<file path="src/rtl/pac_sprite_pkg.sv">
// Shared constants for the sprite row fetch path: tile geometry, sprite ROM
// indices and render requester ids.
package pac_sprite_pkg;

   localparam int TILE_SIZE = 16;
   localparam int SPR_W     = 4;
   localparam int ROW_W     = 4;

   localparam logic [SPR_W-1:0] SPR_DOT         = 4'd0;
   localparam logic [SPR_W-1:0] SPR_BIG_DOT     = 4'd1;
   localparam logic [SPR_W-1:0] SPR_PAC_F1      = 4'd2;
   localparam logic [SPR_W-1:0] SPR_PAC_F2      = 4'd3;
   localparam logic [SPR_W-1:0] SPR_GHOST_F1    = 4'd4;
   localparam logic [SPR_W-1:0] SPR_GHOST_F2    = 4'd5;
   localparam logic [SPR_W-1:0] SPR_SCLERA_UP   = 4'd6;
   localparam logic [SPR_W-1:0] SPR_SCLERA_DOWN = 4'd7;
   localparam logic [SPR_W-1:0] SPR_SCLERA_LEFT = 4'd8;
   localparam logic [SPR_W-1:0] SPR_SCLERA_RIGHT= 4'd9;
   localparam logic [SPR_W-1:0] SPR_EYE_UP      = 4'd10;
   localparam logic [SPR_W-1:0] SPR_EYE_DOWN    = 4'd11;
   localparam logic [SPR_W-1:0] SPR_EYE_LEFT    = 4'd12;
   localparam logic [SPR_W-1:0] SPR_EYE_RIGHT   = 4'd13;

   localparam logic [1:0] REQ_PAC   = 2'd0;
   localparam logic [1:0] REQ_GHOST = 2'd1;
   localparam logic [1:0] REQ_DOT   = 2'd2;
   localparam logic [1:0] REQ_HUD   = 2'd3;

endpackage

</file>
<file path="src/rtl/sprite_resp_fifo.sv">
// Two-entry in-order response buffer; a push and a pop may share a cycle,
// including when full (the freed slot takes the new entry).
module sprite_resp_fifo
   import pac_sprite_pkg::*;
#(
   parameter int W = 18
) (
   input  logic         clk,
   input  logic         rst,
   input  logic         push,
   input  logic [W-1:0] push_data,
   input  logic         pop,
   output logic [1:0]   count,
   output logic [W-1:0] head
);

   logic [W-1:0] mem [2];
   logic         wr_ptr, rd_ptr;
   logic         pop_ok;

   assign pop_ok = pop & (count != 2'd0);
   assign head   = mem[rd_ptr];

   always_ff @(posedge clk) begin
      if (rst) begin
         for (int i = 0; i < 2; i++) mem[i] <= '0;
         wr_ptr <= 1'b0;
         rd_ptr <= 1'b0;
         count  <= 2'd0;
      end else begin
`ifndef SYNTHESIS
         assert (!(push && count == 2'd2 && !pop_ok));
`endif
         if (push) begin
            mem[wr_ptr] <= push_data;
            wr_ptr      <= ~wr_ptr;
         end
         if (pop_ok) rd_ptr <= ~rd_ptr;
         count <= count + 2'(push) - 2'(pop_ok);
      end
   end

endmodule

</file>
<file path="src/rtl/sprite_row_fetch_arbiter.sv">
// Round-robin arbiter sharing one registered-output sprite ROM between render
// requesters; rows (optionally mirrored) return through a 2-entry buffer.
module sprite_row_fetch_arbiter
   import pac_sprite_pkg::*;
#(
   parameter int NUM_REQ   = 4,
   parameter int TILE_SIZE = pac_sprite_pkg::TILE_SIZE,
   parameter int SPR_W     = pac_sprite_pkg::SPR_W,
   parameter int ROW_W     = pac_sprite_pkg::ROW_W,
   parameter int ID_W      = 2
) (
   input  logic                     clk,
   input  logic                     rst,
   input  logic [NUM_REQ-1:0]       req_valid,
   input  logic [NUM_REQ*SPR_W-1:0] req_sprite,
   input  logic [NUM_REQ*ROW_W-1:0] req_row,
   input  logic [NUM_REQ-1:0]       req_flip,
   output logic [NUM_REQ-1:0]       req_ready,
   output logic                     rom_en,
   output logic [SPR_W+ROW_W-1:0]   rom_addr,
   input  logic [TILE_SIZE-1:0]     rom_data,
   output logic                     resp_valid,
   input  logic                     resp_ready,
   output logic [ID_W-1:0]          resp_id,
   output logic [TILE_SIZE-1:0]     resp_bits
);

   logic [ID_W-1:0]      rr_ptr, win, inf_id;
   logic                 inflight, inf_flip;
   logic                 found, can_issue, grant, pop;
   logic [1:0]           count;
   logic [2:0]           credit;
   logic [TILE_SIZE-1:0] rev_row, push_row;
   int                   idx;

   // Credit counts buffered rows plus the one in the ROM pipe; a same-cycle
   // pop frees a slot so streaming sustains one grant per cycle.
   assign pop       = resp_valid & resp_ready;
   assign credit    = 3'(count) + 3'(inflight) - 3'(pop);
   assign can_issue = credit < 3'd2;

   always_comb begin
      found = 1'b0;
      win   = '0;
      idx   = 0;
      for (int i = 0; i < NUM_REQ; i++) begin
         idx = int'(rr_ptr) + i;
         if (idx >= NUM_REQ) idx = idx - NUM_REQ;
         if (!found && req_valid[idx]) begin
            found = 1'b1;
            win   = ID_W'(idx);
         end
      end
   end

   assign grant     = ~rst & can_issue & found;
   assign req_ready = grant ? (NUM_REQ'(1) << win) : '0;
   assign rom_en    = grant;
   assign rom_addr  = {req_sprite[int'(win)*SPR_W +: SPR_W],
                       req_row[int'(win)*ROW_W +: ROW_W]};

   always_ff @(posedge clk) begin
      if (rst) begin
         rr_ptr   <= '0;
         inflight <= 1'b0;
         inf_id   <= '0;
         inf_flip <= 1'b0;
      end else begin
         inflight <= grant;
         if (grant) begin
            rr_ptr   <= (int'(win) == NUM_REQ - 1) ? '0 : win + 1'b1;
            inf_id   <= win;
            inf_flip <= req_flip[win];
         end
      end
   end

   for (genvar j = 0; j < TILE_SIZE; j++) begin : g_rev
      assign rev_row[j] = rom_data[TILE_SIZE-1-j];
   end

   assign push_row   = inf_flip ? rev_row : rom_data;
   assign resp_valid = (count != 2'd0);

   sprite_resp_fifo #(.W(ID_W + TILE_SIZE)) u_fifo (
      .clk       (clk),
      .rst       (rst),
      .push      (inflight),
      .push_data ({inf_id, push_row}),
      .pop       (pop),
      .count     (count),
      .head      ({resp_id, resp_bits})
   );

endmodule

</file>
<file path="config.mk">
export PLATFORM = sky130hd
export DESIGN_NAME = sprite_row_fetch_arbiter
export DESIGN_NICKNAME = d
export VERILOG_FILES = /design/src/rtl/pac_sprite_pkg.sv /design/src/rtl/sprite_resp_fifo.sv /design/src/rtl/sprite_row_fetch_arbiter.sv
export SDC_FILE = /design/constraint.sdc
export NUM_CORES = 1
export LEC_CHECK = 0
export CORE_MARGIN = 4
export CORE_UTILIZATION = 50
export CTS_BUF_LIST = sky130_fd_sc_hd__clkbuf_16
export DETAILED_ROUTE_END_ITERATION = 8
export MAX_ROUTING_LAYER = met4
export PLACE_DENSITY = 0.89
export SYNTH_ARGS = -nofsm -noshare
export SYNTH_HDL_FRONTEND = slang
export SYNTH_HIERARCHICAL = 1
export SYNTH_SLANG_ARGS = --single-unit
export TNS_END_PERCENT = 20
</file>
<file path="constraint.sdc">
create_clock -name clk -period 5.4 [get_ports clk]
set_input_delay 1.35 -clock clk [delete_from_list [all_inputs] [get_ports clk]]
set_output_delay 1.35 -clock clk [all_outputs]
set_load 0.01 [all_outputs]
</file>
==> results of run 1 <==
## worst max-delay path by stage
stage	to	slack [ns]	depth (start not counted)
after floorplan	req_ready[0]	0.89	8
after CTS	req_ready[0]	0.07	10
final	req_ready[0]	0.11	10
after detailed placement	req_ready[0]	0.07	10
after global placement	req_ready[3]	0.11	10
after global routing	req_ready[3]	0.01	10
## through the flow
step	util, %	worst slack, ns	power, W	hold WS (ns)	instance area [sq um]
2_1_floorplan	-	0.888	0.00109	0.461	2830
3_3_place_gp	67.9	0.115	0.00138	0.475	3740
3_5_place_dp	67.9	0.0728	0.00140	0.492	3740
4_1_cts	70.5	0.0678	0.00169	0.504	3880
5_1_grt	70.9	0.0143	0.00182	0.531	3910
6_report	70.9	0.107	0.00171	0.501	3910
## metal layers
layer / global-route usage [%] / vias to the layer above / share of wire [%]
met3: 4.56 / 6 / 7.9
met4: 5.35 / 0 / 1.0
met1: 21.8 / 919 / 43
li1: - / 1014 / -
met2: 30.0 / 86 / 48
met5: - / - / 0
## flip-flops by register name, indices dropped and copies added (netlist names), named ones only
register and cells:
inf_id 2, u_fifo/wr_ptr 1, rr_ptr 2, inflight 1
u_fifo/count 2, inf_flip 1, u_fifo/mem 36, u_fifo/rd_ptr 1
## power groups by stage
stage / Clock [W] / Sequential (W) / Combinational, W
4_1_cts: 0.000295 / 0.000559 / 0.000840
2_1_floorplan: 0 / 0.000527 / 0.000564
3_3_place_gp: 0 / 0.000559 / 0.000823
3_5_place_dp: 0 / 0.000566 / 0.000837
6_report: 0.000292 / 0.000558 / 0.000856
5_1_grt: 0.000315 / 0.000570 / 0.000937
## layout by cell type, fill, tap and decap left out, types with 9 or more instances in the layout
master and instances:
mux2i_1 27, mux2_4 10, clkdlybuf4s50_1 90, nand2b_1 23, edfxtp_1 36, mux2_2 26
inv_1 9, nor2_1 42, dfxtp_1 11
## area by class of cell
type | instances | share of cell area, %
tap | 72 | 2.31
timing repair buffer | 97 | 24.4
sequential | 47 | 33.3
clock inverter | 3 | 0.448
inverter | 9 | 1.06
multi-input combinational | 168 | 35.3
clock buffer | 5 | 3.20
## logic make-up (layout without fill, tap and decap cells)
logic type / Yosys count / after routing
muxes: 63 / 63
AOI/OAI and AO/OA: 15 / 15
adders and majority gates: 8 / 8
DFF: 47 / 47
buffers and inverters: 22 / 114
xor gates and xnor gates: 2 / 2
and+or+nand+nor: 80 / 80
## worst max-delay path: cells and delay by family
family,cells,cell delay [ns]
xor+xnor,1,0.17
buf+inv,3,1.11
simple gates,4,0.64
fa+ha+maj,2,0.66
==> summary.md, run 1 <==
| Metric | Value |
|---|---|
| Outcome | finished, final reports clean |
| Final #Nets | slightly below 400 |
| Proportion of synthesized area in mux cells | between 20% and 30% |
| Setup TNS | 0 ns |
| # diodes | 0 |
| H-tree levels | 2 |
| Max-Cap Viols | 0 |
| Hold buffer count at cts | 0 |
| Boundary Pins | just over 90 |
| Post-synthesis simple-gate area fraction | roughly 14% |
| Overall Global Routing Usage | 18.1% |
| Xor/xnor cell area share of the yosys netlist | roughly 1.1% |
| WS Path Type | input pin to output pin |
| Final Non-Filler Cells | about 400 |
| Share of total power in the clock network | 17.1% |
| Top cell type by total area after synthesis | edfxtp_1 |
| Worst path max stage delay | 0.54 ns |
| Area of the multi-input gates | 1380 sq um |
| Register area | roughly 1300 sq um |
| Antenna Violating Nets Remaining | 0 |
| Area of the core | ~5500 sq um |
| Slowest cell on crit path | clkdlybuf4s50_1 |
| Cts repair resizes | 0 |
| Critical path startpoint | resp_ready |
| PwrDens | 437 nW/um^2 |
| Critical path arrival | slightly below 4 ns |
| Worst endpoint required time | a little over 4 ns |
| Worst Setup End Kind | output pin |
| Detailed Routing Iterations Pass 1 | 5 |
| Mapped Cells | between 200 and 250 |
| Netlist cell types | 39 |
| Drt wl/cell | 14.6 um |
| Max IR drop VDD | roughly 0.00024 V |
| Fin. Hold Viols | 0 |
| Clock tree buffer depth | 2 |
| Fin crit period | roughly 5.3 ns |
| Routed WL | 5.86 mm |
| Setup bufs post-CTS | 0 |
| Largest family of logic cells by synthesized area | multiplexers |
| Number of CTS-inserted buffers | 5 |
| Starting Density | 51.3% |
| RSZ-0062 raised after global routing | false |
| Post-Route Skew | 0.00766 ns |
| Worst skew pair latency | around 0.28 ns |
| Setup-failing EPs final | 0 |
| Largest net degree at the start of global routing | 32 |
| Worst reg-to-reg path cell count | 12 |
| Worst Path Max Fanout | 8 |
| Avg Synthesized Cell Area | 11.9 sq um |
| RR Startpoint | u_fifo/count[1] |
| Most frequent cell after synthesis | nor2_1 |
| #FFs+latches synth | 47 |
| Port buffer count | 90 |
| GP Congestion | 0.842 |
| Sequential area share after synthesis | a little under half |
| First-pass GRT wire length | 9.88 mm |
| Initial drt markers | approximately 120 |
| RR Endpoint | inf_id[0] |
| Internal power | between 0.001 and 0.0015 W |
| Total grt overflow | 0 |
| Leak | around 1.6 nW |
| HP Class | flip-flop to flip-flop |
| Sw Pwr | around 0.00055 W |
| Syn_nets | between 300 and 400 |
| DIE WIDTH | 83.2 um |
| Row count | 27 |
| Switching share of power | between 30 and 40% |
| Hold_sp | u_fifo/wr_ptr |
| Post-DP HPWL | approximately 4.4 mm |
| Gate power share | 50.2% |
| Most used DFF post-synth | edfxtp_1 |
| Slew @ Worst Pin | approximately 1 ns |
| Die height | between 80 and 90 um |
| Worst reg2reg setup slack | ~2.6 ns |
| Fill cells | 420 |
| Layout cells sized above 1 | between 10% and 20% |
| Top cells by area, synth | edfxtp_1 (38%), mux2_2 (10%), mux2i_1 (9.6%), dfxtp_1 (7.8%), nor2_1 (5.6%) |
| Hold path endpoint | u_fifo/wr_ptr |
| Max Slew Vio Count | 0 |
| Final cycle utilization of the critical path | 98.0% |
| Sequential share of power | about a third |
| Dpl cells | 390 |
| Antenna violations before repair | 0 |
| Top cells by count, synth | nor2_1 (42), edfxtp_1 (36), mux2i_1 (27) |
| Post-synth ARST share | 0% |
| Number of synthesized flops with an enable pin | 36 |
| Slew HR | 33.6% |
| Remaining DRCs | 0 |
| Fmax | approximately 190 MHz |
| Crit path cell chain | clkdlybuf4s50_1 -> and2_1 -> ha_1 -> nand2b_1 -> fa_1 -> xor2_1 -> nor4b_2 -> buf_4 -> and2_1 -> clkdlybuf4s50_1 |
| Yosys top cell area share | a little under two fifths |
| CP startpoint kind | input pin |
| Via count | a little over 2k |
| Synth Cell Area | around 2800 sq um |
| Ys Warns | 6 |
| Die area | just under 7000 sq um |
| Area growth syn-to-layout | 38.3% |
| Adder-Cell Fraction of Synth Area | about 3.8% |
| Root Driver | clkbuf_16 |
| Clock Sinks | between 40 and 50 |
| Compound-gate portion of the synthesized area | under 10% |
| Vias per cell | approximately 5 |
| Hold path cells | 2 |
| CTS tree | built |
| Clock transition at path regs | roughly 0.06 ns |
| Number of global-route vias before repair | about 2.1k |
(Power assumes the default switching activity.)
==> run 2, diff against run 1 <==
--- a/config.mk
+++ b/config.mk
@@ -8,6 +8,7 @@
 export CORE_MARGIN = 4
 export CORE_UTILIZATION = 50
 export CTS_BUF_LIST = sky130_fd_sc_hd__clkbuf_16
+export CTS_CLUSTER_DIAMETER = 120
 export DETAILED_ROUTE_END_ITERATION = 8
 export MAX_ROUTING_LAYER = met4
 export PLACE_DENSITY = 0.89
==> results of run 2 <==
No change in the layout: final DEF, timing and power equal those of run 1.
==> run 3, diff against run 2 <==
--- a/config.mk
+++ b/config.mk
@@ -9,6 +9,7 @@
 export CORE_UTILIZATION = 50
 export CTS_BUF_LIST = sky130_fd_sc_hd__clkbuf_16
 export CTS_CLUSTER_DIAMETER = 120
+export CTS_CLUSTER_SIZE = 40
 export DETAILED_ROUTE_END_ITERATION = 8
 export MAX_ROUTING_LAYER = met4
 export PLACE_DENSITY = 0.89
==> results of run 3 <==
No change in the layout: final DEF, timing and power equal those of run 1.
